**src/rtl/dmem_bus_master_if.sv**
```systemverilog
// rtl/dmem_bus_master_if.sv - Wishbone-classic data bus between the load/store master and the interconnect
interface dmem_bus_master_if #(
    parameter int ADDR_W = 32
);
    logic              cyc;
    logic              stb;
    logic              we;
    logic [ADDR_W-1:0] adr;
    logic [31:0]       dat_w;
    logic [3:0]        sel;
    logic [31:0]       dat_r;
    logic              ack;
    logic              err;

    modport master (
        output cyc, stb, we, adr, dat_w, sel,
        input  dat_r, ack, err
    );

    modport slave (
        input  cyc, stb, we, adr, dat_w, sel,
        output dat_r, ack, err
    );
endinterface

```
**src/rtl/dmem_bus_master.sv**
```systemverilog
// rtl/dmem_bus_master.sv - mem-stage load/store to single-outstanding Wishbone-classic transaction
module dmem_bus_master #(
    parameter int ADDR_W  = 32,
    parameter int TIMEOUT = 255
) (
    input  logic                 i_clk,
    input  logic                 i_rst,
    input  logic                 i_m_en_access,
    input  logic                 i_m_we,
    input  logic [2:0]           i_m_funct3,
    input  logic [ADDR_W-1:0]    i_m_addr,
    input  logic [31:0]          i_m_wdata,
    output logic [31:0]          o_m_rdata,
    output logic                 o_m_ack,
    output logic                 o_m_err,
    dmem_bus_master_if.master    bus
);

    localparam int CNT_W = (TIMEOUT > 1) ? $clog2(TIMEOUT) : 1;
    localparam logic [CNT_W-1:0] CNT_MAX = CNT_W'((TIMEOUT > 0) ? TIMEOUT - 1 : 0);

    typedef enum logic [1:0] {
        IDLE = 2'd0,
        REQ  = 2'd1,
        RESP = 2'd2
    } state_e;

    state_e            state_q, state_d;
    logic [CNT_W-1:0]  cnt_q, cnt_d;
    logic [ADDR_W-1:0] adr_q, adr_d;
    logic              we_q, we_d;
    logic [3:0]        sel_q, sel_d;
    logic [31:0]       dat_q, dat_d;
    logic [2:0]        f3_q, f3_d;
    logic [1:0]        off_q, off_d;
    logic [31:0]       rdata_q, rdata_d;
    logic              err_q, err_d;

    logic        funct3_ok;
    logic        misaligned;
    logic [3:0]  sel_new;
    logic [31:0] dat_new;
    logic [31:0] load_data;
    logic [7:0]  ld_byte;
    logic [15:0] ld_half;

    // Lane steering for the incoming access; byte/half/word taken from funct3[1:0].
    always_comb begin
        sel_new    = 4'b0000;
        dat_new    = i_m_wdata;
        funct3_ok  = 1'b0;
        misaligned = 1'b0;
        case (i_m_funct3[1:0])
            2'b00: begin
                sel_new   = 4'b0001 << i_m_addr[1:0];
                dat_new   = {4{i_m_wdata[7:0]}};
                funct3_ok = 1'b1;
            end
            2'b01: begin
                sel_new    = i_m_addr[1] ? 4'b1100 : 4'b0011;
                dat_new    = {2{i_m_wdata[15:0]}};
                funct3_ok  = 1'b1;
                misaligned = i_m_addr[0];
            end
            2'b10: begin
                sel_new    = 4'b1111;
                dat_new    = i_m_wdata;
                funct3_ok  = !i_m_funct3[2];
                misaligned = (i_m_addr[1:0] != 2'b00);
            end
            default: begin
                funct3_ok = 1'b0;
            end
        endcase
        if (!funct3_ok) begin
            misaligned = 1'b1;
        end
    end

    // Load extraction uses the registered offset/funct3 so mem-stage changes cannot corrupt it.
    always_comb begin
        ld_byte   = 8'h00;
        ld_half   = 16'h0000;
        load_data = 32'h0000_0000;
        case (off_q)
            2'd0:    ld_byte = bus.dat_r[7:0];
            2'd1:    ld_byte = bus.dat_r[15:8];
            2'd2:    ld_byte = bus.dat_r[23:16];
            default: ld_byte = bus.dat_r[31:24];
        endcase
        ld_half = off_q[1] ? bus.dat_r[31:16] : bus.dat_r[15:0];
        case (f3_q[1:0])
            2'b00:   load_data = {{24{ld_byte[7] & !f3_q[2]}}, ld_byte};
            2'b01:   load_data = {{16{ld_half[15] & !f3_q[2]}}, ld_half};
            default: load_data = bus.dat_r;
        endcase
    end

    always_comb begin
        state_d = state_q;
        cnt_d   = cnt_q;
        adr_d   = adr_q;
        we_d    = we_q;
        sel_d   = sel_q;
        dat_d   = dat_q;
        f3_d    = f3_q;
        off_d   = off_q;
        rdata_d = rdata_q;
        err_d   = err_q;
        case (state_q)
            IDLE: begin
                cnt_d = '0;
                if (i_m_en_access) begin
                    if (misaligned) begin
                        state_d = RESP;
                        err_d   = 1'b1;
                        rdata_d = 32'h0000_0000;
                    end else begin
                        state_d = REQ;
                        adr_d   = {i_m_addr[ADDR_W-1:2], 2'b00};
                        we_d    = i_m_we;
                        sel_d   = sel_new;
                        dat_d   = dat_new;
                        f3_d    = i_m_funct3;
                        off_d   = i_m_addr[1:0];
                    end
                end
            end
            REQ: begin
                cnt_d = cnt_q + 1'b1;
                if (bus.err) begin
                    state_d = RESP;
                    err_d   = 1'b1;
                    rdata_d = 32'h0000_0000;
                end else if (bus.ack) begin
                    state_d = RESP;
                    err_d   = 1'b0;
                    rdata_d = we_q ? 32'h0000_0000 : load_data;
                end else if ((TIMEOUT != 0) && (cnt_q == CNT_MAX)) begin
                    state_d = RESP;
                    err_d   = 1'b1;
                    rdata_d = 32'h0000_0000;
                end
            end
            RESP: begin
                // The same instruction still holds en_access here; only IDLE may launch.
                state_d = IDLE;
                cnt_d   = '0;
                err_d   = 1'b0;
                rdata_d = 32'h0000_0000;
            end
            default: begin
                state_d = IDLE;
                cnt_d   = '0;
            end
        endcase
    end

    always_ff @(posedge i_clk) begin
        if (i_rst) begin
            state_q <= IDLE;
            cnt_q   <= '0;
            adr_q   <= '0;
            we_q    <= 1'b0;
            sel_q   <= 4'b0000;
            dat_q   <= 32'h0000_0000;
            f3_q    <= 3'b000;
            off_q   <= 2'b00;
            rdata_q <= 32'h0000_0000;
            err_q   <= 1'b0;
        end else begin
            state_q <= state_d;
            cnt_q   <= cnt_d;
            adr_q   <= adr_d;
            we_q    <= we_d;
            sel_q   <= sel_d;
            dat_q   <= dat_d;
            f3_q    <= f3_d;
            off_q   <= off_d;
            rdata_q <= rdata_d;
            err_q   <= err_d;
        end
    end

    assign bus.cyc   = (state_q == REQ);
    assign bus.stb   = (state_q == REQ);
    assign bus.we    = we_q;
    assign bus.adr   = adr_q;
    assign bus.dat_w = dat_q;
    assign bus.sel   = sel_q;

    assign o_m_ack   = (state_q == RESP);
    assign o_m_err   = err_q;
    assign o_m_rdata = rdata_q;

endmodule

```
**src/flat_wrapper.sv**
```systemverilog
// flat-port wrapper written by rule: the top's interface ports become plain ports
module dmem_bus_master_flat 
#(
    parameter int ADDR_W  = 32,
    parameter int TIMEOUT = 255
)
  (i_clk, i_rst, i_m_en_access, i_m_we, i_m_funct3, i_m_addr, i_m_wdata, o_m_rdata, o_m_ack, o_m_err, bus_cyc, bus_stb, bus_we, bus_adr, bus_dat_w, bus_sel, bus_dat_r, bus_ack, bus_err);
  dmem_bus_master_if #(.ADDR_W(ADDR_W)) bus_i ();
  input  logic i_clk;
  input  logic i_rst;
  input  logic i_m_en_access;
  input  logic i_m_we;
  input  logic [2:0] i_m_funct3;
  input  logic [ADDR_W-1:0] i_m_addr;
  input  logic [31:0] i_m_wdata;
  output logic [31:0] o_m_rdata;
  output logic o_m_ack;
  output logic o_m_err;
  output wire logic [$bits(bus_i.cyc)-1:0] bus_cyc;
  output wire logic [$bits(bus_i.stb)-1:0] bus_stb;
  output wire logic [$bits(bus_i.we)-1:0] bus_we;
  output wire logic [$bits(bus_i.adr)-1:0] bus_adr;
  output wire logic [$bits(bus_i.dat_w)-1:0] bus_dat_w;
  output wire logic [$bits(bus_i.sel)-1:0] bus_sel;
  input wire logic [$bits(bus_i.dat_r)-1:0] bus_dat_r;
  input wire logic [$bits(bus_i.ack)-1:0] bus_ack;
  input wire logic [$bits(bus_i.err)-1:0] bus_err;
  assign bus_cyc = bus_i.cyc;
  assign bus_stb = bus_i.stb;
  assign bus_we = bus_i.we;
  assign bus_adr = bus_i.adr;
  assign bus_dat_w = bus_i.dat_w;
  assign bus_sel = bus_i.sel;
  assign bus_i.dat_r = bus_dat_r;
  assign bus_i.ack = bus_ack;
  assign bus_i.err = bus_err;
  dmem_bus_master #(.ADDR_W(ADDR_W), .TIMEOUT(TIMEOUT)) u_core (.i_clk(i_clk), .i_rst(i_rst), .i_m_en_access(i_m_en_access), .i_m_we(i_m_we), .i_m_funct3(i_m_funct3), .i_m_addr(i_m_addr), .i_m_wdata(i_m_wdata), .o_m_rdata(o_m_rdata), .o_m_ack(o_m_ack), .o_m_err(o_m_err), .bus(bus_i));
endmodule
```
**config.mk**
```make
export PLATFORM = sky130hd
export DESIGN_NAME = dmem_bus_master_flat
export DESIGN_NICKNAME = d
export VERILOG_FILES = /design/src/rtl/dmem_bus_master_if.sv /design/src/rtl/dmem_bus_master.sv /design/src/flat_wrapper.sv
export SDC_FILE = /design/constraint.sdc
export NUM_CORES = 1
export LEC_CHECK = 0
export BUFFER_PORTS_ARGS = -buffer_cell sky130_fd_sc_hd__buf_2
export CAP_MARGIN = 20
export CORE_UTILIZATION = 49
export CTS_CLUSTER_DIAMETER = 200
export DETAILED_ROUTE_END_ITERATION = 7
export MAX_ROUTING_LAYER = met4
export PLACE_DENSITY = 0.79
export SKIP_CTS_REPAIR_TIMING = 1
export SLEW_MARGIN = 25
export SYNTH_ARGS = -nofsm -noshare
export SYNTH_HDL_FRONTEND = slang
export SYNTH_SLANG_ARGS = --single-unit
```
**constraint.sdc**
```tcl
create_clock -name i_clk -period 3 [get_ports i_clk]
set_input_delay 0.15 -clock i_clk [delete_from_list [all_inputs] [get_ports i_clk]]
set_output_delay 0.15 -clock i_clk [all_outputs]
set_load 0.05 [all_outputs]
```
## Word-level counts from Yosys, hierarchy flattened

Cells that the tools add are included.
W data, S select, Z words.

| cells by class | value |
|---|---|
| add/subtract/negate cells | 1 |
| shifts and indexed selects | 1 |
| bitwise gates (word level) | 4 |
| muxes and demuxes | 28 |
| eq/ne operators | 11 |
| reductions and logical operators | 13 |

Operators with widths:

| operator | number |
|---|---|
| $mux W32 | 6 |
| $pmux W32 S2 | 2 |
| $pmux W32 S3 | 1 |
| $pmux W8 S3 | 1 |
| $mux W16 | 1 |
| $pmux W4 S3 | 1 |
| $mux W2 | 5 |
| $add A8 B1 Y8 const B | 1 |
| $eq A2 B1 Y1 const B | 4 |
| $eq A8 B8 Y1 const B | 1 |
| $logic_not A2 Y1 | 4 |
| $eq A2 B2 Y1 const B | 3 |
| $mux W1 | 6 |
| $mux W4 | 1 |
| $ne A4 B1 Y1 const B | 1 |
| $pmux W1 S2 | 2 |
| $pmux W2 S2 | 1 |
| $reduce_and A4 Y1 | 1 |
| $reduce_or A2 Y1 | 2 |
| $shl A1 B2 Y4 const A | 1 |
| $pmux W1 S3 | 1 |
| $reduce_and A3 Y1 | 1 |
| $reduce_bool A3 Y1 | 1 |
| $and A1 B1 Y1 | 2 |
| other kinds (6) | 8 |

| storage, ports and cells | value |
|---|---|
| bits in registers | 115 |
| output and inout port bits | 105 |

## Longest topological paths before layout

Gate-level depths: netlist of the first run.

| logic depth | value |
|---|---|
| word-level depth | 8 |
| depth in mapped cells | 10 |
| mapped depth without buffers | 6 |

## Least setup slack after synthesis of the first run

Ideal clock, no wire load.

| timing path | value |
|---|---|
| path kind | input to register |
| start | input i_m_funct3[1] |
| end | register u_core.err_q, in the netlist u_core.o_m_err |
| library setup time | 116 ps |
| stages on the path | 10 |
| slack | 717 ps |
| path buffers | 4 |
| arrival time | 2167 ps |
| path through | clkbuf_1 > inv_1 > ha_1 > buf_6 > o211a_1 > or2_1 > buf_6 > o211a_1 > buf_2 > o211a_1 |

| between the ends | value |
|---|---|
| word-level cells in the longest chain between the ends | 6 |

Ends and longest elaborated chain:

| what | RTL line | RTL |
|---|---|---|
| start: declaration | flat_wrapper.sv:13 | `input logic [2:0] i_m_funct3;` |
| $eq A2 B1 Y1 or $logic_not A2 Y1 (tied branches) | dmem_bus_master.sv:53 | `case (i_m_funct3[1:0])` |
| $reduce_or A2 Y1 (no line) | - |  |
| $pmux W1 S2 | dmem_bus_master.sv:53 |  |
| $mux W1 (*) | dmem_bus_master.sv:75 | `if (!funct3_ok) begin` |
| $ne A2 B1 Y1 (no line) (*) | - |  |
| $reduce_and A4 Y1 (no line) (*) | - |  |
| end signal: assignment | dmem_bus_master.sv:181 | `err_q <= err_d;` |
| end: declaration | dmem_bus_master.sv:37 | `logic err_q, err_d;` |

Every way passes the cells marked *; elsewhere a longest branch is shown, timed or not.
A chain may end at the register's enable or synchronous reset.

## Worst setup path in the final report of the first run

| timing path | value |
|---|---|
| start | input i_m_funct3[0] |
| end | register u_core.dat_q[10], in the netlist u_core.bus.dat_w[10] |

| between the ends | value |
|---|---|
| word-level cells in the longest chain between the ends | 6 |

Ends and longest elaborated chain:

| what | RTL line | RTL |
|---|---|---|
| $eq A2 B1 Y1 or $logic_not A2 Y1 (tied branches) | dmem_bus_master.sv:53 |  |
| $reduce_or A2 Y1 (no line) | - |  |
| $pmux W1 S2 | dmem_bus_master.sv:53 |  |
| $mux W1 | dmem_bus_master.sv:75 |  |
| $not A1 Y1 (no line) | - |  |
| $reduce_and A3 Y1 (no line) | - |  |
| end signal: assignment | dmem_bus_master.sv:177 | `dat_q <= dat_d;` |
| end: declaration | dmem_bus_master.sv:33 | `logic [31:0] dat_q, dat_d;` |

Parallel ways exist; a longest one is shown, timed or not.

==> results.cfg, run 1 <==
[worst_hold_path]
hold_depth = 3
hp-class = input pin to flip-flop

[final_layout]
fin_nets = 943
syn2layout_area_growth_pct = 43.0
antenna_cells = 0
fin_area_um2 = 7530
post-route-util_pct = 72.6
final.fill_count = 772
layout-drive-gt1-share_pct = 32.4

[timing]
finClkSkew_ns = 0.0134
maxSlewHeadroom_pct = 47.1
fmax_mhz = 408
worst_pin_slew_ns = 0.787
rsz0062_at_grt = no
fin_crit_sh_pct = 81.6
drv_slew = 0
setup_tns_ns = 0
holdWs_ns = -0.0269
setup_violations = 0
fin_crit_ns = 2.45
hold_viol = 6

[synth]
ys_async_sr_fraction_pct = 0
synthFlopType = dfxtp_1
ys_seq_elements = 115
synth_area_per_cell_um2 = 8.97
synth_cells = 587
netlist.top_cell.by_area = dfxtp_1
synthTopCellsByCount = dfxtp_1, a21oi_1, o21ai_0, nand3_1, clkbuf_1
synth_most_common_cell = dfxtp_1
synth_top_area_share_pct = 43.7
mappedNetlistArea_um2 = 5260
ys_warn_count = 0
synth_cell_types = 53
seq_area_frac_synth_pct = 43.7
synth_edf_count = 0
yosys-top-cells-area = dfxtp_1, a21oi_1, o21ai_0

[clock_network]
cts-buffers-inserted = 17
cts_tree = built
cts_root_buf = clkbuf_8
cts.path.max_buffers = 2
cts_max_level = 4
clk_latency_ns = 0.51
path_clk_slew_ns = 0.06
clkSinkCount = 115

[die]
initial_core_util_pct = 50.7
io_pins = 210
row_count = 37
dieArea_um2 = 11200
die_w_um = 106
core_um2 = 10400
die_h_um = 106

[setup_path]
crit_required_ns = 3.35
crit_type = input pin to flip-flop
rr_worst_depth = 5
critPathMaxFanout = 29
cp.arrival_ns = 2.79
startpoint_type = input pin
end_kind = flip-flop

[placed_design]
portBuffers = 207
placed_area_um2 = 6270
routabilityCongestion = 0.892
hpwl_um = 11000

[grt]
gr-total-overflow = 0
grt_use_total_pct = 28.3
grt_pass1_wl_um = 24500
antenna_found_initial = 0
grt_max_degree = 54
first_global_vias = 5048

[detailed_routing]
first_iter_violations = 527
antenna_left = 0
vias_per_cell = 5.88
drc = 0
wl_um = 17100
wire_per_inst_um = 17.5
vias = 5770
dr.pass1.iters = 6

[power_and_ir_drop]
peakVddDrop_uv = 416
cellLeakagePower_nw = 3.25
p_switching_mw = 1.35
power_mw = 4.54
cellInternalPower_mw = 3.19
comb_power_share_pct = 18.2
switching_share_pct = 29.8
powerDensity_nw_per_um2 = 604
pwr-share-clk_pct = 45.7
p_seq_share_pct = 36.1

[run_status]
violations = negative hold slack
status = complete, but fails checks

[run]
drv_cap = 0
-- stage by stage --
step | std cells | hold WS [ns] | worst slack, ns
after floorplan | 588 | 0.289 | 0.717
after global placement | 885 | 0.397 | 0.628
after detailed placement | 885 | 0.402 | 0.505
after CTS | 917 | -0.135 | 0.765
after global routing | 981 | 0.000978 | 0.377
final | 981 | -0.0269 | 0.551
-- cells by family (layout without fill, tap and decap cells) --
kind of cell,Yosys count,after routing,synth area share [%]
compound gates,247,247,31.1
simple gates,125,125,12.6
flops,115,115,43.7
buf+inv,72,329,7.04
mux,17,17,3.40
fa+ha+maj,6,6,1.43
xor+xnor,4,4,0.666
other cells,1,2,0.0713
-- routing by layer --
metal / GRT usage, % / vias up / share of wire (%)
met2: 45.2 / 354 / 48
li1: - / 2688 / -
met1: 34.3 / 2688 / 40
met5: - / - / 0
met3: 7.11 / 40 / 9.1
met4: 11.0 / 0 / 2.4
-- worst max-delay path, stage by stage --
cell and delay [ns]:
dlygate4sd3_1 0.53, buf_2 0.15, inv_1 0.06, ha_1 0.27
o211a_1 0.28, or2_1 0.33, buf_4 0.26, nor2_4 0.53
a211oi_1 0.20
-- flip-flops by register name, summed over array words and instances, names as in the netlist --
| register | cells |
|---|---|
| u_core.state_q | 2 |
| u_core.bus.adr | 30 |
| u_core.o_m_rdata | 32 |
| u_core.o_m_err | 1 |
| u_core.bus.dat_w | 32 |
| u_core.bus.we | 1 |
| u_core.cnt_q | 8 |
| u_core.bus.sel | 4 |
| u_core.f3_q | 3 |
| u_core.off_q | 2 |
-- final timing paths --
path,startpoint,end,slack [ns]
worst max register to register,u_core.state_q[0]$_SDFFE_PP0P_,u_core.bus.dat_w[21]$_SDFFE_PP0P_,0.67
worst min register to register,u_core.bus.sel[0]$_SDFFE_PP0P_,u_core.bus.sel[0]$_SDFFE_PP0P_,0.46
worst min-delay path,i_m_wdata[31],u_core.bus.dat_w[31]$_SDFFE_PP0P_,-0.03
worst max-delay path,i_m_funct3[0],u_core.bus.dat_w[10]$_SDFFE_PP0P_,0.55
-- final cells by class --
class | count | area [um^2] | share of cell area [%]
Multi-Input combinational cell | 401 | 2600 | 34.6
Sequential cell | 115 | 2300 | 30.6
Timing Repair Buffer | 281 | 1780 | 23.6
Clock buffer | 19 | 442 | 5.87
Clock inverter | 13 | 173 | 2.29
Tap cell | 136 | 170 | 2.26
Inverter | 16 | 60.1 | 0.798
-- layout by cell type, fill, tap and decap left out, drive strengths merged, types with 3 or more instances in the layout --
| master | instances |
|---|---|
| or3 | 4 |
| a211oi | 24 |
| mux2i | 10 |
| a21oi | 90 |
| buf | 217 |
| nor3 | 3 |
| o22ai | 7 |
| dfxtp | 115 |
| o21ai | 59 |
| o211a | 3 |
| o2111ai | 4 |
| o32ai | 9 |
| nor2b | 22 |
| nand3 | 48 |
| clkbuf | 19 |
| ha | 6 |
| a221o | 17 |
| bufinv | 3 |
| dlygate4sd3 | 64 |
| clkinvlp | 4 |
| a31o | 7 |
| nor2 | 15 |
| a221oi | 7 |
| xor2 | 3 |
| a22o | 10 |
| inv | 20 |
| mux2 | 7 |
| nand2 | 22 |
-- power by group through the flow --
stage / clock (mW) / sequential, mW / combinational [mW]
floorplan: 0 / 1.86 / 0.340
global placement: 0 / 1.66 / 0.729
detailed placement: 0 / 1.67 / 0.746
CTS: 2.09 / 1.63 / 0.748
global route: 2.16 / 1.64 / 0.878
finish: 2.08 / 1.64 / 0.829
(Power assumes the default switching activity.)
==> run 2: changes to the inputs <==
--- a/config.mk
+++ b/config.mk
@@ -7,11 +7,11 @@
 export LEC_CHECK = 0
 export BUFFER_PORTS_ARGS = -buffer_cell sky130_fd_sc_hd__buf_2
 export CAP_MARGIN = 20
-export CORE_UTILIZATION = 49
+export CORE_UTILIZATION = 44
 export CTS_CLUSTER_DIAMETER = 200
 export DETAILED_ROUTE_END_ITERATION = 7
 export MAX_ROUTING_LAYER = met4
-export PLACE_DENSITY = 0.79
+export PLACE_DENSITY = 0.75
 export SKIP_CTS_REPAIR_TIMING = 1
 export SLEW_MARGIN = 25
 export SYNTH_ARGS = -nofsm -noshare
==> constraint.sdc (replaced) <==
create_clock -name i_clk -period 2.17 [get_ports i_clk]
set_input_delay 0.1085 -clock i_clk [delete_from_list [all_inputs] [get_ports i_clk]]
set_output_delay 0.1085 -clock i_clk [all_outputs]
set_load 0.05 [all_outputs]
==> results.cfg, run 2 (synthesis gave the netlist of run 1 again) <==
[die]
die_w_um = 111
io_pins = 210
dieArea_um2 = 12400
core_um2 = 11500
row_count = 39
die_h_um = 111
initial_core_util_pct = 45.7

[final_layout]
instances_no_fill = 989
layout-drive-gt1-share_pct = 33.9
layout_commonest_cell = buf_2
final_cell_mix = buf_2, dfxtp_1, a21oi_1
final.fill_count = 931
fin_nets = 944
syn2layout_area_growth_pct = 42.5
register_area_um2 = 2300
multi_input_area_um2 = 2600
antenna_cells = 0

[run_status]
violations = design-rule violations, negative hold slack
status = complete, but fails checks

[detailed_routing]
vias = 5695
wl_um = 17000
antenna_left = 0
dr.pass1.iters = 7
first_iter_violations = 493
wire_per_inst_um = 17.2
drc = 28
vias_per_cell = 5.76

[power_and_ir_drop]
switching_share_pct = 28.5
p_seq_share_pct = 36.1
peakVddDrop_uv = 595
comb_power_share_pct = 18.4
cellLeakagePower_nw = 3.28
powerDensity_nw_per_um2 = 835
cellInternalPower_mw = 4.48
p_switching_mw = 1.78
pwr-share-clk_pct = 45.5

[placed_design]
portBuffers = 207
routabilityCongestion = 0.846
post-place-cells = 907
hpwl_um = 11400

[setup_path]
slowest_delay_ns = 0.58
critPathMaxFanout = 15
crit_cells = 4
crit_required_ns = 2.53
rr_worst_depth = 4
reg2reg_slack_ns = 0.26
cp.arrival_ns = 2.27
crit_family = compound AO/OA/AOI/OAI gates
critical-path-slowest-cell = or4b_1
path_cells = or4b_1, o221a_2, a221oi_1, a31o_1
crit_type = flip-flop to flip-flop
end_kind = flip-flop
crit_buf_inv = 0
startpoint_type = flip-flop

[timing]
holdWs_ns = -0.00846
finClkSkew_ns = 0.00651
maxSlewHeadroom_pct = 58.7
worst_pin_slew_ns = 0.619
setup_tns_ns = 0
fmax_mhz = 525
drv_slew = 0
setup_violations = 0
hold_viol = 4
rsz0062_at_grt = no
fin_crit_ns = 1.91
fin_crit_sh_pct = 87.8

[clock_network]
cts_root_buf = clkbuf_16
cts.path.max_buffers = 2
cts_tree = built
path_clk_slew_ns = 0.05
clkSinkCount = 115
cts_max_level = 4
cts-buffers-inserted = 17
clk_latency_ns = 0.42

[grt]
grt_pass1_wl_um = 25800
antenna_found_initial = 0
grt_max_degree = 48
gr-total-overflow = 0
first_global_vias = 5200
grt_use_total_pct = 27.0

[worst_hold_path]
hp-class = input pin to flip-flop
hold_depth = 3

[run]
drv_cap = 0
[run 2: changes by cell type in the layout (fill, tap and decap cells not counted)]
cell,change
clkinv_2,+5
clkinv_4,-2
clkbuf_16,+1
clkbuf_1,+2
buf_4,+15
dlygate4sd3_1,-14
clkinvlp_4,-2
inv_6,-4
[run 2: layout make-up]
class / count / area share [%]
multi-input combinational: 401 / 34.7
sequential: 115 / 30.7
timing repair buffer: 282 / 23.3
clock buffer: 22 / 6.33
tap: 143 / 2.39
clock inverter: 10 / 1.74
inverter: 16 / 0.801
[run 2: worst reg2reg max path, cell delays in order, from the launching register on]
cell	delay [ns]
dfxtp_1	0.45
or4b_1	0.58
o221a_2	0.36
a221oi_1	0.33
a31o_1	0.14
[run 2: routing by layer]
metal	GRT usage [%]	share of wire [%]	routed length (um)
met1	32.4	41	7050
met2	43.5	48	8150
met3	6.86	8.1	1390
met4	10.4	2.5	420
met5	-	0	0
[run 2: worst paths after layout]
| check | start | end |
|---|---|---|
| setup reg to reg | u_core.f3_q[0]$_SDFFE_PP0P_ | u_core.o_m_rdata[14]$_SDFFE_PP0P_ |
| setup / recovery | u_core.f3_q[0]$_SDFFE_PP0P_ | u_core.o_m_rdata[14]$_SDFFE_PP0P_ |
| hold / removal | i_m_wdata[1] | u_core.bus.dat_w[1]$_SDFFE_PP0P_ |
| hold reg to reg | u_core.cnt_q[0]$_SDFF_PP0_ | u_core.cnt_q[0]$_SDFF_PP0_ |
[run 2: per-stage QoR]
step	power, mW	util [%]	cell area [um^2]	hold WS [ns]	setup WS [ns]
detailed placement	3.36	55.5	6390	0.354	0.139
global route	6.48	65.1	7500	0.00155	0.191
CTS	6.21	60.8	7000	-0.0774	0.279
finish	6.26	65.1	7500	-0.00846	0.265
floorplan	3.04	-	5270	0.247	0.133
global placement	3.34	55.5	6390	0.353	0.207
[run 2: power groups by stage]
stage | sequential (mW) | combinational [mW] | clock (mW)
after global placement | 2.30 | 1.04 | 0
after global routing | 2.27 | 1.22 | 2.98
final | 2.26 | 1.15 | 2.85
after floorplan | 2.57 | 0.470 | 0
after detailed placement | 2.30 | 1.06 | 0
after CTS | 2.26 | 1.07 | 2.88
